--- src/rtl/sample_stream_tx_pkg.sv ---
// Shared definitions for the packed sample stream {p[1:0],t[1:0],y[1:0],x[1:0]}.
// Used by the transmitter and by the windowed averager that unpacks the same words.
package sample_stream_tx_pkg;

  localparam logic [1:0] P_VALID = 2'b11;
  localparam logic [1:0] P_IDLE  = 2'b00;

  localparam int X_LSB = 0;
  localparam int Y_LSB = 2;
  localparam int T_LSB = 4;
  localparam int P_LSB = 6;

  localparam logic [1:0] ST_IDLE  = 2'd0;
  localparam logic [1:0] ST_BURST = 2'd1;
  localparam logic [1:0] ST_GAP   = 2'd2;

  typedef enum logic [1:0] {
    IDLE  = ST_IDLE,
    BURST = ST_BURST,
    GAP   = ST_GAP
  } state_e;

  // Buffered sample as stored in the FIFO; bit layout matches the low 6 bits of a word.
  typedef struct packed {
    logic [1:0] t;
    logic [1:0] y;
    logic [1:0] x;
  } sample_t;

  localparam logic [7:0] IDLE_WORD = {P_IDLE, 6'b00_0000};

  function automatic logic [7:0] pack_word(input sample_t s);
    logic [7:0] w;
    w = '0;
    w[P_LSB +: 2] = P_VALID;
    w[T_LSB +: 2] = s.t;
    w[Y_LSB +: 2] = s.y;
    w[X_LSB +: 2] = s.x;
    return w;
  endfunction

endpackage

--- src/rtl/sample_stream_tx_fifo.sv ---
// Small synchronous FIFO with registered pointers and a combinational head read.
// DEPTH must be a power of two so the pointers wrap naturally.
module sync_fifo #(
  parameter int WIDTH = 6,
  parameter int DEPTH = 4
) (
  input  logic             clk,
  input  logic             rst,
  input  logic             clear,
  input  logic             push,
  input  logic             pop,
  input  logic [WIDTH-1:0] din,
  output logic [WIDTH-1:0] dout,
  output logic             full,
  output logic             empty
);

  localparam int AW = (DEPTH > 1) ? $clog2(DEPTH) : 1;
  localparam logic [AW:0] FULL_COUNT = (AW + 1)'(DEPTH);

  logic [WIDTH-1:0] mem [DEPTH];
  logic [AW-1:0]    wr_ptr;
  logic [AW-1:0]    rd_ptr;
  logic [AW:0]      count;
  logic             do_push;
  logic             do_pop;

  // full is taken from the registered count, so a same-cycle pop never frees a slot early.
  assign full    = (count == FULL_COUNT);
  assign empty   = (count == '0);
  assign do_push = push && !full;
  assign do_pop  = pop && !empty;
  assign dout    = mem[rd_ptr];

  always_ff @(posedge clk) begin
    if (do_push) begin
      mem[wr_ptr] <= din;
    end
  end

  always_ff @(posedge clk) begin
    if (rst || clear) begin
      wr_ptr <= '0;
      rd_ptr <= '0;
      count  <= '0;
    end else begin
      if (do_push) wr_ptr <= wr_ptr + AW'(1);
      if (do_pop)  rd_ptr <= rd_ptr + AW'(1);
      case ({do_push, do_pop})
        2'b10:   count <= count + (AW + 1)'(1);
        2'b01:   count <= count - (AW + 1)'(1);
        default: count <= count;
      endcase
    end
  end

endmodule

--- src/rtl/sample_stream_tx.sv ---
// Transmit side of the packed sample stream: buffers x/y/t samples and emits
// bursts of WINDOW_SIZE word slots separated by a programmable idle gap.
module sample_stream_tx
  import sample_stream_tx_pkg::*;
#(
  parameter int WINDOW_SIZE = 4,
  parameter int FIFO_DEPTH  = 4,
  parameter int GAP_W       = 4
) (
  input  logic             clk,
  input  logic             rst_n,
  input  logic             in_valid,
  output logic             in_ready,
  input  logic [1:0]       in_x,
  input  logic [1:0]       in_y,
  input  logic [1:0]       in_t,
  input  logic [GAP_W-1:0] gap_cfg,
  input  logic             flush,
  output logic [7:0]       uo_out,
  output logic             busy,
  output logic [7:0]       underrun,
  output state_e           state_dbg
);

  // Handshake: a sample transfers on a posedge where in_valid && in_ready;
  // in_ready depends only on registered FIFO occupancy; flush drops the sample.

  localparam int SW = $clog2(WINDOW_SIZE + 1);
  localparam logic [SW-1:0] LAST_SLOT = SW'(WINDOW_SIZE);

  state_e           state;
  state_e           state_nxt;
  logic [SW-1:0]    slot;
  logic [SW-1:0]    slot_nxt;
  logic [SW-1:0]    slot_inc;
  logic [GAP_W-1:0] gap_cnt;
  logic [GAP_W-1:0] gap_nxt;
  logic [7:0]       word_nxt;
  logic             emit;
  logic             und_inc;
  logic             pop;
  logic             fifo_full;
  logic             fifo_empty;
  sample_t          head;

  sync_fifo #(
    .WIDTH ($bits(sample_t)),
    .DEPTH (FIFO_DEPTH)
  ) u_fifo (
    .clk   (clk),
    .rst   (rst_n),
    .clear (flush),
    .push  (in_valid && !flush),
    .pop   (pop),
    .din   ({in_t, in_y, in_x}),
    .dout  (head),
    .full  (fifo_full),
    .empty (fifo_empty)
  );

  assign in_ready  = !fifo_full;
  assign state_dbg = state;
  assign slot_inc  = slot + SW'(1);

  always_comb begin
    state_nxt = state;
    slot_nxt  = slot;
    gap_nxt   = gap_cnt;
    word_nxt  = IDLE_WORD;
    emit      = 1'b0;
    und_inc   = 1'b0;
    pop       = 1'b0;
    case (state)
      IDLE: begin
        if (!fifo_empty) begin
          emit      = 1'b1;
          pop       = 1'b1;
          word_nxt  = pack_word(head);
          slot_nxt  = slot_inc;
          state_nxt = BURST;
        end
      end
      BURST: begin
        emit     = 1'b1;
        slot_nxt = slot_inc;
        if (!fifo_empty) begin
          pop      = 1'b1;
          word_nxt = pack_word(head);
        end else begin
          und_inc = 1'b1;
        end
      end
      GAP: begin
        if (gap_cnt == GAP_W'(1)) begin
          state_nxt = IDLE;
          gap_nxt   = '0;
        end else begin
          gap_nxt = gap_cnt - GAP_W'(1);
        end
      end
      default: state_nxt = IDLE;
    endcase
    // The slot just emitted closes the window: go to the gap, or straight back to IDLE.
    if (emit && (slot_inc == LAST_SLOT)) begin
      slot_nxt = '0;
      if (gap_cfg != '0) begin
        state_nxt = GAP;
        gap_nxt   = gap_cfg;
      end else begin
        state_nxt = IDLE;
      end
    end
  end

  always_ff @(posedge clk) begin
    if (rst_n) begin
      state    <= IDLE;
      slot     <= '0;
      gap_cnt  <= '0;
      uo_out   <= IDLE_WORD;
      busy     <= 1'b0;
      underrun <= '0;
    end else if (flush) begin
      state   <= IDLE;
      slot    <= '0;
      gap_cnt <= '0;
      uo_out  <= IDLE_WORD;
      busy    <= 1'b0;
    end else begin
      state   <= state_nxt;
      slot    <= slot_nxt;
      gap_cnt <= gap_nxt;
      uo_out  <= word_nxt;
      busy    <= (state_nxt != IDLE);
      if (und_inc && (underrun != 8'hFF)) begin
        underrun <= underrun + 8'd1;
      end
    end
  end

endmodule

--- config.mk ---
export PLATFORM = sky130hd
export DESIGN_NAME = sample_stream_tx
export DESIGN_NICKNAME = d
export VERILOG_FILES = /design/src/rtl/sample_stream_tx_pkg.sv /design/src/rtl/sample_stream_tx_fifo.sv /design/src/rtl/sample_stream_tx.sv
export SDC_FILE = /design/constraint.sdc
export NUM_CORES = 1
export LEC_CHECK = 0
export CORE_UTILIZATION = 30
export DETAILED_ROUTE_END_ITERATION = 12
export DONT_BUFFER_PORTS = 1
export SLEW_MARGIN = 20
export SYNTH_ARGS = -nofsm -noshare
export SYNTH_HDL_FRONTEND = slang
export SYNTH_SLANG_ARGS = --single-unit
--- constraint.sdc ---
create_clock -name clk -period 2.6 [get_ports clk]
set_input_delay 0.65 -clock clk [delete_from_list [all_inputs] [get_ports clk]]
set_output_delay 0.65 -clock clk [all_outputs]
set_load 0.01 [all_outputs]
## Yosys cells after proc, flatten, opt, wreduce, memory -nomap -nowiden

Memory sizes are Yosys's and may differ from the RTL's. A register that Yosys moved wholly into a read port is not among the register bits.
Cells that the tools add are included.

| operators by class | value |
|---|---|
| equality and inequality tests | 9 |
| reductions and logical operators | 22 |
| multiplexer cells | 22 |
| bitwise logic cells | 2 |
| add/sub/neg operators | 7 |

Operator list:

| kind | number |
|---|---|
| $mux W4 | 4 |
| $mux W2 | 6 |
| $pmux W3 S2 | 2 |
| $add A8 B1 Y8 const B | 1 |
| $mux W8 | 1 |
| $ne A8 B8 Y1 const B | 1 |
| $add A3 B1 Y3 const B | 2 |
| $eq A3 B3 Y1 const B | 2 |
| $mux W1 | 6 |
| $pmux W2 S3 | 1 |
| $reduce_bool A2 Y1 | 3 |
| $reduce_or A3 Y1 | 2 |
| $logic_and A1 B1 Y1 | 5 |
| $add A2 B1 Y2 const B | 2 |
| $eq A2 B1 Y1 const B | 2 |
| $eq A2 B2 Y1 const B | 2 |
| $eq A4 B1 Y1 const B | 1 |
| $reduce_and A2 Y1 | 2 |
| $reduce_bool A4 Y1 | 1 |
| $reduce_or A2 Y1 | 2 |
| $reduce_or A4 Y1 | 1 |
| $sub A4 B1 Y4 const B | 1 |
| $logic_not A1 Y1 | 3 |
| $logic_not A3 Y1 | 1 |
| other kinds (7) | 8 |

| word-level totals | value |
|---|---|
| register bits after elaboration | 33 |
| memory bits (writable) | 24 |
| memories | 1 |

Memories:

| name | depth | width | rd ports | clocked after Yosys merged registers in | write ports | line | RTL |
|---|---|---|---|---|---|---|---|
| u_fifo.mem | 4 | 6 | 1 | 1 | 1 | sample_stream_tx_fifo.sv:21 | `logic [WIDTH-1:0] mem [DEPTH];` |

## Depth between registers and ports, before layout

| depth | value |
|---|---|
| word-level depth | 6 |
| gate-level depth with buffers | 9 |
| mapped depth without buffers | 9 |

## Cells and area by module

From an unflattened synthesis, not the netlist that was laid out.

| second synthesis, totals | value |
|---|---|
| cells, all modules | 215 |
| area total of the unflattened synthesis | 2494.9 um^2 |

Modules (own cells, without submodules):

| module | seq. area each (um^2) | instances | cells an instance | area each (um^2) |
|---|---|---|---|---|
| sync_fifo | 900.9 | 1 | 88 | 1353.8 |
| sample_stream_tx | 500.5 | 1 | 127 | 1141.1 |

## Least setup slack after synthesis

No wires, ideal clock.

| timing | value |
|---|---|
| path type | reg-to-reg |
| from | register u_fifo.count[0] |
| to | register u_fifo.count[2] |
| path slack | 0.398 ns |
| required time | 2.530 ns |
| clock period less this slack | 2.202 ns |
| stages on the path, launching flop included | 10 |
| setup time | 0.070 ns |
| arrival | 2.132 ns |
| path through | dfxtp_1 > or3b_2 > nand2_1 > nor2_1 > inv_1 > ha_1 > fa_1 > xnor2_1 > or3_1 > a21oi_1 |

RTL lines:

| item | line | RTL |
|---|---|---|
| start: declaration | sample_stream_tx_fifo.sv:24 | `logic [AW:0] count;` |
| start signal: assignment | sample_stream_tx_fifo.sv:50 | `2'b10: count <= count + (AW + 1)'(1);` |
| start signal: assignment | sample_stream_tx_fifo.sv:51 | `2'b01: count <= count - (AW + 1)'(1);` |
| start signal: assignment | sample_stream_tx_fifo.sv:52 | `default: count <= count;` |
| $eq A3 B3 Y1 * | sample_stream_tx_fifo.sv:29 | `assign full = (count == FULL_COUNT);` |
| $logic_not A1 Y1 * | - |  |
| net in_ready | sample_stream_tx.sv:13 | `output logic in_ready,` |
| $logic_and A1 B1 Y1 * | sample_stream_tx_fifo.sv:31 | `assign do_push = push && !full;` |
| $eq A2 B1 Y1 / $eq A2 B2 Y1 (equally long branches) | sample_stream_tx_fifo.sv:49 | `case ({do_push, do_pop})` |
| $pmux W3 S2 / $reduce_bool A2 Y1 (equally long branches) | - |  |

Mark *: on every way through the listed nets, which the timed path passes. The rest lies on a longest branch.
A chain may end at the register's enable or synchronous reset.

## Worst setup path in the final report

| timing | value |
|---|---|
| from | register u_fifo.count[1] |
| to | register u_fifo.count[2] |

Same word-level chain as after synthesis.

==> impl_metrics.csv <==
group,metric,value,unit
cts,post-cts-setup-buffer-count,0,
sta,fin_worst_skew,0.00549,ns
cts,cts_tree,"done",
setup_path,r2r-start,"u_fifo.count[1]$_SDFFE_PP0P_",
hold_path,hold_class,"in2reg",
placed_design,dp.cells,306,
final_layout,nNetsFinal,240,
sta,max_freq,430,MHz
power,seqPwrFrac,51.8,%
detailed_routing,vias_per_cell,4.82,
setup_path,critical_path_class,"reg2reg",
floorplan,fp-row-count,32,
placed_design,placed_cell_area,2610,um^2
hold_path,hp-start,"rst_n",
cts,numCtsBuffers,9,
sta,fin_crit,2.33,ns
sta,tightestPinTransition,0.611,ns
final_layout,final_cells,322,
final_layout,final_core_util,35.6,%
run,cap_violations,0,
sta,postLayoutSetupSlackWorst,0.274,ns
setup_path,critPathRequiredTime,2.87,ns
synthesis,synth_seq_cells,58,
global_route,grt_pass1_vias,1562,
power,power_frac_comb,5.5,%
setup_path,path_cells,"or3b_2 -> nand2_1 -> nor2_2 -> inv_1 -> ha_1 -> fa_1 -> xnor2_1 -> or3_1 -> a21oi_1",
detailed_routing,drtPass1Iterations,4,
synthesis,ys_seq_area_share,56.2,%
synthesis,async_flop_share,0,%
setup_path,start_kind,"flip-flop",
detailed_routing,drt_iter0_markers,81,
synthesis,syn_area_per_cell,12.1,um^2
setup_path,arrival,2.59,ns
final_layout,layout-drive-gt1-share,16.4,%
sta,tns,0,ns
power,p_total,1.89,mW
floorplan,dieArea,8690,um^2
placed_design,pre_cts_slack,0.198,ns
placed_design,place_congestion,0.814,
power,p_leak,0.978,nW
power,intPower,1.45,mW
global_route,grt_pass1_wl,7470,um
detailed_routing,postRouteAntennaNets,0,
floorplan,coreArea,7890,um^2
synthesis,ys_warn_count,0,
cts,h-tree-depth,3,
setup_path,crit_buf_inv,1,
global_route,grt_antenna_before_repair,0,
synthesis,synth_fp_nets,232,
setup_path,cp_slowest_stage_delay,0.47,ns
cts,root_buffer,"clkbuf_8",
final_layout,fill_cells,756,
sta,fin_crit_sh,89.5,%
synthesis,synthDistinctLibCells,44,
synthesis,synth_edf_count,24,
floorplan,start_util,31.6,%
final_layout,area_growth,12.6,%
sta,slew_headroom,59.1,%
cts,clock_path_buffers,2,
power,p_sw,439,uW
synthesis,synth.cell_area,2490,um^2
setup_path,cp_slowest_cell,"dfxtp_1",
synthesis,synthTopCellsByArea,"edfxtp_1 (29%), dfxtp_1 (27%), mux4_2 (5.4%)",
final_layout,final_cell_area,2810,um^2
global_route,grt_max_degree,16,
cts,clk_pin_slew,0.07,ns
power,p_per_area,672,nW/um^2
setup_path,end_kind,"flip-flop",
sta,setup_violations,0,
placed_design,port_buffers,0,
floorplan,die_x,93.2,um
placed_design,post-dp-hpwl,3240,um
floorplan,io_pins,34,
sta,timing.hold.ws,0.374,ns
global_route,track_usage,11.7,%
final_layout,diodes,0,
power,clkPwrFrac,42.7,%
power,peakVddDrop,0.254,mV
sta,rsz0062_at_grt,"false",
detailed_routing,wire_per_inst,14.0,um
synthesis,ys.flop_type,"dfxtp_1",
synthesis,synth_top_area_cell,"edfxtp_1",
detailed_routing,drcViolationCount,0,
sta,drv_slew,0,
cts,clk_latency,0.33,ns
outcome,status,"completed",
detailed_routing,finalWirelength,4500,um
synthesis,synth_top_area_share,28.9,%
cts,clock_sinks,58,
power,swShare,23.2,%
sta,hold_violations,0,
setup_path,cpLargestDelayFamily,"simple AND/OR/NAND/NOR gates",
synthesis,syn-instance-count,207,
setup_path,crit_fanout,5,
floorplan,die_h,93.2,um
detailed_routing,vias,1552,
global_route,overflow,0,
setup_path,crit_start,"u_fifo.count[1]$_SDFFE_PP0P_",
==> repair_timing <==
item / 4_1_cts / 5_1_grt
gates resized for setup: 0 / 1
hold buffers: 0 / 0
endpoints found under the setup margin: 0 / 1
==> placed cells by master (no fill, tap or decap), drive strengths merged, types with 3 or more instances in the layout <==
cell type / count
xor2: 5
clkbuf: 9
nor3: 6
nand2: 9
xnor2: 6
nor3b: 3
mux2i: 4
clkinvlp: 3
buf: 4
a21oi: 8
nor2: 20
inv: 9
nor4: 4
nand3: 6
dfxtp: 34
clkinv: 3
o21ai: 7
and3: 8
ha: 10
mux4: 6
edfxtp: 24
and2: 6
==> synthesized netlist by cell type, types with 3 or more instances <==
cell,n
inv_1,9
xnor2_1,6
nor3_1,5
nor4_1,3
and2_1,6
nand2_1,9
nand3_1,6
o21ai_0,7
nor2_1,20
mux2i_1,4
and3_1,8
clkbuf_1,4
dfxtp_1,34
ha_1,10
a21oi_1,8
edfxtp_1,24
xor2_1,5
mux4_2,6
==> registers in the layout, summed over array words and instances (netlist names), named ones only <==
name	cells
busy	1
gap_cnt	4
slot	3
state_dbg	2
u_fifo.count	3
u_fifo.mem	24
u_fifo.rd_ptr	2
u_fifo.wr_ptr	2
underrun	8
uo_out	7
==> per-layer routing <==
layer	up-vias	track usage [%]	share of wire, %	routed length, um
met5	-	0	0	0
met4	0	8.46	3.1	139
met3	11	3.58	4.9	222
met2	30	18.3	47	2110
met1	751	13.4	45	2020
li1	760	-	-	-
==> cell families (layout without fill, tap and decap cells) <==
logic type,after synthesis,in the layout,synth area share (%)
muxes,11,11,7.47
buffers and inverters,16,29,2.91
DFF,58,58,56.2
and+or+nand+nor,75,75,17.2
AOI/OAI and AO/OA,25,25,6.62
xor gates and xnor gates,11,11,3.86
adders and majority gates,11,11,5.82
==> final timing paths <==
| kind | end | slack, ns | cells after the start |
|---|---|---|---|
| worst max register to register | u_fifo.count[2]$_SDFFE_PP0P_ | 0.27 | 9 |
| worst min-delay path | underrun[3]$_SDFFE_PP0P_ | 0.37 | 1 |
| worst max-delay path | u_fifo.count[2]$_SDFFE_PP0P_ | 0.27 | 9 |
| worst min register to register | u_fifo.wr_ptr[1]$_SDFFE_PP0P_ | 0.51 | 2 |
==> power groups by stage <==
| stage | Clock [mW] | Sequential (mW) | Combinational (mW) |
|---|---|---|---|
| finish | 0.806 | 0.979 | 0.104 |
| global route | 0.869 | 0.982 | 0.116 |
| CTS | 0.833 | 0.980 | 0.106 |
| detailed placement | 0 | 1.00 | 0.105 |
| global placement | 0 | 1.00 | 0.104 |
| floorplan | 0 | 0.996 | 0.0843 |
==> layout make-up <==
| type | instances | area (um^2) | area share [%] |
|---|---|---|---|
| Tap cell | 102 | 128 | 4.54 |
| Timing Repair Buffer | 4 | 30.0 | 1.07 |
| Multi-Input combinational cell | 133 | 1020 | 36.4 |
| Clock inverter | 7 | 70.1 | 2.49 |
| Sequential cell | 58 | 1400 | 49.9 |
| Clock buffer | 9 | 124 | 4.41 |
| Inverter | 9 | 33.8 | 1.20 |
No activity file was read; power rests on OpenSTA's default activity.
